==> src/rtl/alu_muldiv_sequencer_pkg.sv <==
// Shared definitions for the MUL/DIVU sequencer: ALU control codes, FSM states and op codes.
package alu_muldiv_sequencer_pkg;

  // ALU control codes understood by the shared EX-stage ALU
  localparam logic [2:0] ALU_ADD = 3'b000;
  localparam logic [2:0] ALU_SUB = 3'b001;
  localparam logic [2:0] ALU_AND = 3'b101;
  localparam logic [2:0] ALU_OR  = 3'b110;
  localparam logic [2:0] ALU_SLT = 3'b111;

  typedef enum logic [2:0] {
    ST_IDLE    = 3'd0,
    ST_MUL     = 3'd1,
    ST_DIV_CMP = 3'd2,
    ST_DIV_SUB = 3'd3,
    ST_DONE    = 3'd4
  } state_e;

  typedef enum logic {
    OP_MUL  = 1'b0,
    OP_DIVU = 1'b1
  } op_e;

endpackage

==> src/rtl/alu_muldiv_sequencer.sv <==
// Multi-cycle unsigned MUL (low product) / DIVU (quotient, remainder) controller that
// borrows the EX-stage ALU one micro-op per cycle (ADD, SUB, SLT only).
// Ports:
//   i_Clk, i_Rst_n         clock, async active-low reset
//   i_Start, i_Op          request (sampled in IDLE only), 0 = MUL, 1 = DIVU
//   i_Op_A, i_Op_B         multiplicand/dividend, multiplier/divisor
//   i_Abort                synchronous flush of the operation in flight
//   o_Busy, o_Done         pipeline stall, one-cycle completion pulse
//   o_Result_Lo/Hi         product low / 0, or quotient / remainder
//   o_Div_By_Zero          divide-by-zero flag, valid with o_Done
//   o_ALU_A/B/Ctrl         ALU operands and control while busy (zeros/ADD otherwise)
//   i_ALU_Result/Zero      combinational ALU result and zero flag
module alu_muldiv_sequencer
  import alu_muldiv_sequencer_pkg::*;
#(
  parameter int unsigned WIDTH = 16,
  parameter int unsigned CNT_W = 5
) (
  input  logic             i_Clk,
  input  logic             i_Rst_n,
  input  logic             i_Start,
  input  logic             i_Op,
  input  logic [WIDTH-1:0] i_Op_A,
  input  logic [WIDTH-1:0] i_Op_B,
  input  logic             i_Abort,
  output logic             o_Busy,
  output logic             o_Done,
  output logic [WIDTH-1:0] o_Result_Lo,
  output logic [WIDTH-1:0] o_Result_Hi,
  output logic             o_Div_By_Zero,
  output logic [WIDTH-1:0] o_ALU_A,
  output logic [WIDTH-1:0] o_ALU_B,
  output logic [2:0]       o_ALU_Ctrl,
  input  logic [WIDTH-1:0] i_ALU_Result,
  input  logic             i_ALU_Zero
);

  state_e             state_q, state_d;
  logic [WIDTH-1:0]   acc_q, acc_d;   // MUL accumulator / DIVU partial remainder R
  logic [WIDTH-1:0]   mcd_q, mcd_d;   // MUL multiplicand MC / DIVU divisor D
  logic [WIDTH-1:0]   mpq_q, mpq_d;   // MUL multiplier MP / DIVU quotient Q
  logic [CNT_W-1:0]   cnt_q, cnt_d;
  logic [WIDTH-1:0]   lo_q, lo_d;
  logic [WIDTH-1:0]   hi_q, hi_d;
  logic               dbz_q, dbz_d;
  logic               busy_q, busy_d;
  logic               done_q, done_d;

  logic [WIDTH-1:0]   div_s;          // R shifted left with Q's MSB brought in
  logic               div_e;          // bit shifted out of R; forces S >= D
  logic [WIDTH-1:0]   q_shl;
  logic [WIDTH-1:0]   mul_acc;
  logic               last_bit;
  logic [CNT_W-1:0]   cnt_inc;
  logic               in_busy;

  assign div_s    = {acc_q[WIDTH-2:0], mpq_q[WIDTH-1]};
  assign div_e    = acc_q[WIDTH-1];
  assign q_shl    = {mpq_q[WIDTH-2:0], 1'b0};
  assign mul_acc  = mpq_q[0] ? i_ALU_Result : acc_q;
  assign last_bit = (cnt_q == CNT_W'(WIDTH - 1));
  assign cnt_inc  = cnt_q + CNT_W'(1);
  assign in_busy  = (state_q == ST_MUL) || (state_q == ST_DIV_CMP) || (state_q == ST_DIV_SUB);

  // ALU drive: depends on state and registers only, never on i_Start
  always_comb begin
    o_ALU_A    = '0;
    o_ALU_B    = '0;
    o_ALU_Ctrl = ALU_ADD;
    case (state_q)
      ST_MUL: begin
        o_ALU_A    = acc_q;
        o_ALU_B    = mcd_q;
        o_ALU_Ctrl = ALU_ADD;
      end
      ST_DIV_CMP: begin
        o_ALU_A    = div_s;
        o_ALU_B    = mcd_q;
        o_ALU_Ctrl = ALU_SLT;
      end
      ST_DIV_SUB: begin
        o_ALU_A    = acc_q;
        o_ALU_B    = mcd_q;
        o_ALU_Ctrl = ALU_SUB;
      end
      default: ;
    endcase
  end

  // Next-state and datapath update
  always_comb begin
    state_d = state_q;
    acc_d   = acc_q;
    mcd_d   = mcd_q;
    mpq_d   = mpq_q;
    cnt_d   = cnt_q;
    lo_d    = lo_q;
    hi_d    = hi_q;
    dbz_d   = dbz_q;

    case (state_q)
      ST_IDLE: begin
        // Abort outranks a simultaneous start
        if (!i_Abort && i_Start) begin
          dbz_d = 1'b0;
          cnt_d = '0;
          acc_d = '0;
          if (op_e'(i_Op) == OP_DIVU) begin
            if (i_Op_B == '0) begin
              lo_d    = '1;
              hi_d    = i_Op_A;
              dbz_d   = 1'b1;
              state_d = ST_DONE;
            end else begin
              mpq_d   = i_Op_A;
              mcd_d   = i_Op_B;
              state_d = ST_DIV_CMP;
            end
          end else begin
            mcd_d   = i_Op_A;
            mpq_d   = i_Op_B;
            state_d = ST_MUL;
          end
        end
      end
      ST_MUL: begin
        acc_d = mul_acc;
        mcd_d = {mcd_q[WIDTH-2:0], 1'b0};
        mpq_d = {1'b0, mpq_q[WIDTH-1:1]};
        cnt_d = cnt_inc;
        if (last_bit) begin
          lo_d    = mul_acc;
          hi_d    = '0;
          state_d = ST_DONE;
        end
      end
      ST_DIV_CMP: begin
        acc_d = div_s;
        // SLT result zero means S >= D
        if (div_e || i_ALU_Zero) begin
          mpq_d   = q_shl | WIDTH'(1);
          state_d = ST_DIV_SUB;
        end else begin
          mpq_d = q_shl;
          cnt_d = cnt_inc;
          if (last_bit) begin
            lo_d    = q_shl;
            hi_d    = div_s;
            state_d = ST_DONE;
          end
        end
      end
      ST_DIV_SUB: begin
        // Modulo subtraction stays correct when the 17th bit was shifted out
        acc_d = i_ALU_Result;
        cnt_d = cnt_inc;
        if (last_bit) begin
          lo_d    = mpq_q;
          hi_d    = i_ALU_Result;
          state_d = ST_DONE;
        end else begin
          state_d = ST_DIV_CMP;
        end
      end
      ST_DONE: state_d = ST_IDLE;
      default: state_d = ST_IDLE;
    endcase

    // Flush beats completion: no DONE, results untouched
    if (in_busy && i_Abort) begin
      state_d = ST_IDLE;
      lo_d    = lo_q;
      hi_d    = hi_q;
      dbz_d   = dbz_q;
    end
  end

  assign busy_d = (state_d == ST_MUL) || (state_d == ST_DIV_CMP) || (state_d == ST_DIV_SUB);
  assign done_d = (state_d == ST_DONE);

  // State and datapath registers
  always_ff @(posedge i_Clk or negedge i_Rst_n) begin
    if (!i_Rst_n) begin
      state_q <= ST_IDLE;
      acc_q   <= '0;
      mcd_q   <= '0;
      mpq_q   <= '0;
      cnt_q   <= '0;
      lo_q    <= '0;
      hi_q    <= '0;
      dbz_q   <= 1'b0;
      busy_q  <= 1'b0;
      done_q  <= 1'b0;
    end else begin
      state_q <= state_d;
      acc_q   <= acc_d;
      mcd_q   <= mcd_d;
      mpq_q   <= mpq_d;
      cnt_q   <= cnt_d;
      lo_q    <= lo_d;
      hi_q    <= hi_d;
      dbz_q   <= dbz_d;
      busy_q  <= busy_d;
      done_q  <= done_d;
    end
  end

  assign o_Busy        = busy_q;
  assign o_Done        = done_q;
  assign o_Result_Lo   = lo_q;
  assign o_Result_Hi   = hi_q;
  assign o_Div_By_Zero = dbz_q;

endmodule

==> config.mk <==
export PLATFORM = sky130hd
export DESIGN_NAME = alu_muldiv_sequencer
export DESIGN_NICKNAME = d
export VERILOG_FILES = /design/src/rtl/alu_muldiv_sequencer_pkg.sv /design/src/rtl/alu_muldiv_sequencer.sv
export SDC_FILE = /design/constraint.sdc
export NUM_CORES = 1
export LEC_CHECK = 0
export ABC_CLOCK_PERIOD_IN_PS = 5200
export CAP_MARGIN = 20
export CORE_ASPECT_RATIO = 0.75
export CORE_MARGIN = 3
export CORE_UTILIZATION = 35
export CTS_BUF_LIST = sky130_fd_sc_hd__clkbuf_16
export CTS_CLUSTER_DIAMETER = 30
export DETAILED_ROUTE_END_ITERATION = 6
export PLACE_DENSITY = 0.58
export SYNTH_ARGS = -nofsm -noshare
export SYNTH_HDL_FRONTEND = slang
export SYNTH_SLANG_ARGS = --single-unit
==> constraint.sdc <==
create_clock -name i_Clk -period 5.2 [get_ports i_Clk]
set_input_delay 1.3 -clock i_Clk [delete_from_list [all_inputs] [get_ports i_Clk]]
set_output_delay 1.3 -clock i_Clk [all_outputs]
set_load 0.05 [all_outputs]
==> results of run 1 <==
## synth_stat cells, types with 15 or more instances
| master | number |
|---|---|
| o21ai_0 | 30 |
| mux2_1 | 20 |
| clkbuf_1 | 19 |
| a22oi_1 | 15 |
| a21oi_1 | 22 |
| a221oi_1 | 15 |
| mux2i_1 | 66 |
| dfrtp_1 | 91 |
| a22o_1 | 18 |
| mux2_2 | 26 |
| inv_1 | 41 |
| nor2_1 | 70 |
## flip-flops by register name, indices dropped and copies added (netlist names)
register and flops:
mpq_q 16, state_q 3, o_Div_By_Zero 1, cnt_q 5
mcd_q 16, acc_q 16, o_Busy 1, o_Result_Hi 16
o_Result_Lo 16, o_Done 1
## per-layer routing
metal / global-route usage, % / share of wire, %
met5: 0 / 0
met3: 4.703 / 8.4
met1: 33.88 / 51
met2: 29.02 / 40
met4: 3.892 / 0.84
## through the flow
step	hold slack, ns	power, mW	setup WS (ns)	utilization, %
floorplan	0.4485	2.801	1.913	-
global placement	0.4593	3.490	1.460	44.94
detailed placement	0.4785	3.535	1.393	44.94
CTS	0.4931	4.173	1.192	46.73
global route	0.5098	4.424	1.108	46.78
finish	0.4833	4.178	1.164	46.78
## worst max path at each step
stage               start     endpoint  slack, ns  cells after the start
2_1_floorplan  state_q[1]  o_ALU_A[10]       1.91                      5
3_3_place_gp    i_Op_B[7]     mpq_q[0]       1.46                      5
3_5_place_dp    i_Op_B[7]     mpq_q[3]       1.39                      5
4_1_cts        state_q[2]   o_ALU_A[1]       1.19                      4
5_1_grt        state_q[2]   o_ALU_A[1]       1.11                      4
6_report       state_q[2]   o_ALU_A[1]       1.16                      4
## worst max-delay path, delay by kind of cell (launching register included)
family | cells | cell delay, ns
AO/OA/AOI/OAI | 1 | 0.21
buffers and inverters | 2 | 1.14
flip-flops | 1 | 0.63
AND/OR/NAND/NOR | 1 | 0.40
## power groups by stage
stage / Combinational (mW) / Clock, mW / Sequential (mW)
after global routing: 2.60 / 0.672 / 1.15
after floorplan: 1.75 / 0 / 1.05
after global placement: 2.36 / 0 / 1.13
final: 2.42 / 0.627 / 1.13
after detailed placement: 2.40 / 0 / 1.13
after CTS: 2.41 / 0.644 / 1.12
## kinds of logic after synthesis
logic type | after synthesis | synth area share (%)
fa+ha+maj | 2 | 0.4468
buf+inv | 87 | 6.613
flops | 91 | 40.66
simple gates | 121 | 11.17
mux | 112 | 21.05
compound gates | 153 | 20.06
## area by class of cell
type | count | area share, %
well taps | 205 | 3.545
clock buffers | 9 | 3.113
flip-flops and latches | 91 | 31.47
clock inverters | 7 | 0.7090
multi-input cells | 388 | 40.91
repair buffers | 140 | 18.12
inverters | 41 | 2.127
==> qor.csv, run 1 <==
metric,value,unit
Reg power frac,27.0,%
Yosys top cell area share,40.66,%
Logic pwr share,57.9,%
Num CTS Buffers,9,
CTS Hold Bufs,0,
max_slew headroom,30.51,%
placed cells,864,
Power Density,577.4,nW/um^2
hold endpoint,cnt_q[4],
Max clock buf depth,2,
RSZ-0062 raised after global routing,false,
syn_nets,622,
crit path max-delay cell type,clkdlybuf4s50_1,
Slew @ Worst Pin,1.039,ns
initial core utilization,36.20,%
VDD IR max,0.2880,mV
Sink Count,91,
Post-DP HPWL,13330,um
Yosys warning count,0,
worst min-delay path category,register to register,
n_diodes,0,
CP Class,register to output pin,
Via density,5.655,
"non-filler cells, final",881,
LEAKAGE,3.143,nW
CTS tree,done,
R2R Path End,o_Result_Lo[2],
Storage cell area,2277,sq um
Crit path largest cell delay,0.81,ns
Setup Skew,0.009697,ns
syn_area_per_cell,9.895,sq um
Routed Antenna Nets,0,
outcome,"finished, final reports clean",
Die Footprint,17570,sq um
initial antenna violation count,0,
WHS Path Cells,2,
sequential share of the synthesized area,40.66,%
vias,4982,
Int Power,2.138,mW
vias in the first global route,5010,
nets@finish,727,
first-pass GRT wire length,29180,um
Post-synth EDFFs,0,
CTS H-tree depth,3,
Final GP Congestion,0.8522,
Slew Limit Fails,0,
CTS root buf,clkbuf_16,
starting DRC count in detailed routing,356,
Fin. Hold Viols,0,
Reg2Reg Depth,6,
Fmax achieved,0.2477,GHz
Cells after Synth,566,
area grow syn2layout,29.20,%
max-cap violation count,0,
P_sw,2.040,mW
Resize count post-CTS,0,
Seq cells post-synth,91,
clock slew at reported path FFs,0.07,ns
Worst setup SP type,register,
final WL,18670,um
drt wl/cell,21.19,um
Placed Area,6952,sq um
layout cell share with drive strength beyond 1,13.91,%
Hold Path Origin,cnt_q[4],
clk_lat worst skew,0.35,ns
worst-path cell chain,"nor3b_2, buf_4, a22o_1, clkdlybuf4s50_1",
Port-buffer cells,123,
Pre-antenna DRT Iters,4,
RR Startpoint,state_q[0],
final period utilization,77.63,%
Multi-input gate area,2960,sq um
area of the core,15470,sq um
asr flop ratio synth,100.0,%
Worst Setup End Kind,output pin,
Setup Viol. Count Final,0,
Main synth FF type,dfrtp_1,
Worst EP required,3.90,ns
Vert. Die Dim,115.6,um
Final min period,4.037,ns
GR Util All Layers,21.15,%
Crit path arrival time,2.74,ns
"Cell Area, Synth",5600,sq um
setup_tns,0,ns
I/O Pins,124,
Cell Rows,39,
R2R setup slack,2.79,ns
Die Width,152.1,um
"Distinct cells, synth",52,
CP Max Fanout,20,
Fillers,1473,
detailed-route DRC error count,0,
"commonest non-fill, non-tap cell in the layout",clkdlybuf4s50_1,
switching power share of the total,48.83,%
largest net degree at the start of global routing,66,
total gr overflow,0,
Finished Cell Area,7236,sq um
# Post-CTS Setup Buffers,0,
largest cells by area after synthesis,"dfrtp_1 (41%), mux2i_1 (12%), mux2_2 (5.2%)",
Synth area leader,dfrtp_1,
"commonest non-fill, non-tap cells in the layout","clkdlybuf4s50_1 (105), dfrtp_1 (91), nor2_1 (69), mux2i_1 (66), inv_1 (41)",
Clk pwr share,15.0,%
(Power assumes the default switching activity.)
==> run 2: changes to the inputs <==
--- a/config.mk
+++ b/config.mk
@@ -5,7 +5,7 @@
 export SDC_FILE = /design/constraint.sdc
 export NUM_CORES = 1
 export LEC_CHECK = 0
-export ABC_CLOCK_PERIOD_IN_PS = 5200
+export ABC_CLOCK_PERIOD_IN_PS = 3700
 export CAP_MARGIN = 20
 export CORE_ASPECT_RATIO = 0.75
 export CORE_MARGIN = 3
@@ -13,7 +13,7 @@
 export CTS_BUF_LIST = sky130_fd_sc_hd__clkbuf_16
 export CTS_CLUSTER_DIAMETER = 30
 export DETAILED_ROUTE_END_ITERATION = 6
-export PLACE_DENSITY = 0.58
+export PLACE_DENSITY = 0.6
 export SYNTH_ARGS = -nofsm -noshare
 export SYNTH_HDL_FRONTEND = slang
 export SYNTH_SLANG_ARGS = --single-unit
==> constraint.sdc (replaced) <==
create_clock -name i_Clk -period 3.7 [get_ports i_Clk]
set_input_delay 0.925 -clock i_Clk [delete_from_list [all_inputs] [get_ports i_Clk]]
set_output_delay 0.925 -clock i_Clk [all_outputs]
set_load 0.05 [all_outputs]
==> run 2 against run 1 <==
Against the previous run:
- clock-buffer cell count unchanged
- combinational power increased by 60%
- global-route usage decreased by 0.074 points
- critical endpoint is now o_ALU_B[3]
- register-to-register slack got worse by 1.7 ns
- power is 51% higher
- worst setup slack lost 0.78 ns
- critical path depth unchanged
- cell count up 0.23%
- clock skew down 0.0038 ns
- utilization is 2.4 points higher
- design area grew 5.1%
- sequential share of layout area is 1.5 points lower
==> qor.csv, run 2 (synthesis results as in run 1) <==
metric,value,unit
final period utilization,89.55,%
Worst Setup End Kind,output pin,
# Post-CTS Setup Buffers,0,
Max clock buf depth,2,
CTS root buf,clkbuf_16,
Setup Viol. Count Final,0,
Worst EP required,2.77,ns
Resize count post-CTS,0,
outcome,"finished, final reports clean",
Num CTS Buffers,9,
Pre-antenna DRT Iters,6,
Crit path arrival time,2.39,ns
detailed-route DRC error count,0,
layout cell share with drive strength beyond 1,16.37,%
starting DRC count in detailed routing,386,
Routed Antenna Nets,0,
CTS H-tree depth,3,
first-pass GRT wire length,29080,um
Min Hold Slack,0.4795,ns
Fillers,1413,
"commonest non-fill, non-tap cells in the layout","dfrtp_1 (91), clkdlybuf4s50_1 (87), nor2_1 (69), mux2i_1 (66), inv_1 (42)",
Storage cell area,2277,sq um
worst min-delay path category,register to register,
Slew Limit Fails,0,
Multi-input gate area,2960,sq um
Fmax achieved,0.3018,GHz
Port-buffer cells,123,
setup_tns,0,ns
Die Footprint,17570,sq um
nets@finish,729,
Worst setup SP type,register,
total gr overflow,0,
RSZ-0062 raised after global routing,false,
area grow syn2layout,35.77,%
I/O Pins,124,
VDD IR max,0.5601,mV
initial core utilization,36.20,%
LEAKAGE,3.297,nW
vias in the first global route,5138,
clock slew at reported path FFs,0.06,ns
Slew @ Worst Pin,1.062,ns
Cell Rows,39,
Total Power,6.315,mW
max-cap violation count,0,
Die Width,152.1,um
Fin. Hold Viols,0,
clk_lat worst skew,0.35,ns
Sink Count,91,
CTS tree,done,
CP Max Fanout,18,
"non-filler cells, final",883,
max_slew headroom,28.92,%
Util after Layout,49.15,%
placed cells,867,
Final GP Congestion,0.8294,
n_diodes,0,
CTS Hold Bufs,0,
Power Density,830.6,nW/um^2
Final min period,3.313,ns
Setup Skew,0.005924,ns
vias,4943,
Vert. Die Dim,115.6,um
drt wl/cell,20.89,um
area of the core,15470,sq um
CP Class,register to output pin,
final WL,18450,um
"commonest non-fill, non-tap cell in the layout",dfrtp_1,
initial antenna violation count,0,
Post-DP HPWL,13770,um
largest net degree at the start of global routing,62,
GR Util All Layers,21.08,%
Via density,5.598,
==> run 2: worst max-delay path, stage by stage, from the launching register on <==
cell	delay [ns]
dfrtp_1	0.67
nor2b_1	0.14
nor2_2	0.76
nor2_1	0.24
buf_12	0.22
==> run 2: area by class of cell <==
class                      instances  share of cell area [%]
multi-input combinational        388                   38.93
sequential                        91                   29.95
timing repair buffer             142                   22.28
tap                              205                   3.373
clock buffer                       9                   2.962
inverter                          41                   2.024
clock inverter                     7                  0.4772
==> run 2: stage by stage <==
stage | worst slack, ns | instance area (sq um)
finish | 0.3866 | 7604
global route | 0.2632 | 7604
CTS | 0.4392 | 7604
detailed placement | 0.4117 | 7342
global placement | 0.4776 | 7342
floorplan | 0.7881 | 5600
==> run 2: path summary, 6_finish.rpt <==
path | from | end | slack (ns) | cells after the start
max | state_q[2] | o_ALU_B[3] | 0.39 | 4
min in group asynchronous | i_Rst_n | acc_q[15] | 0.69 | 1
max in group asynchronous | i_Rst_n | mcd_q[1] | 2.36 | 2
min reg2reg | cnt_q[4] | cnt_q[4] | 0.48 | 2
min | cnt_q[4] | cnt_q[4] | 0.48 | 2
max reg2reg | state_q[0] | o_Result_Lo[3] | 1.11 | 6
==> run 2: where the power goes <==
group	internal, mW	switching (mW)	total (mW)
clock	0.446	0.389	0.835
sequential	1.27	0.332	1.60
combinational	1.69	2.19	3.88
==> run 2: per-layer routing <==
metal / GRT usage (%) / wire length (um) / up-vias
met3: 8.399 / 1900 / 11
li1: - / - / 2288
met4: 3.653 / 123 / 0
met5: 0 / 0 / -
met1: 30.97 / 9052 / 2440
met2: 29.62 / 7374 / 204
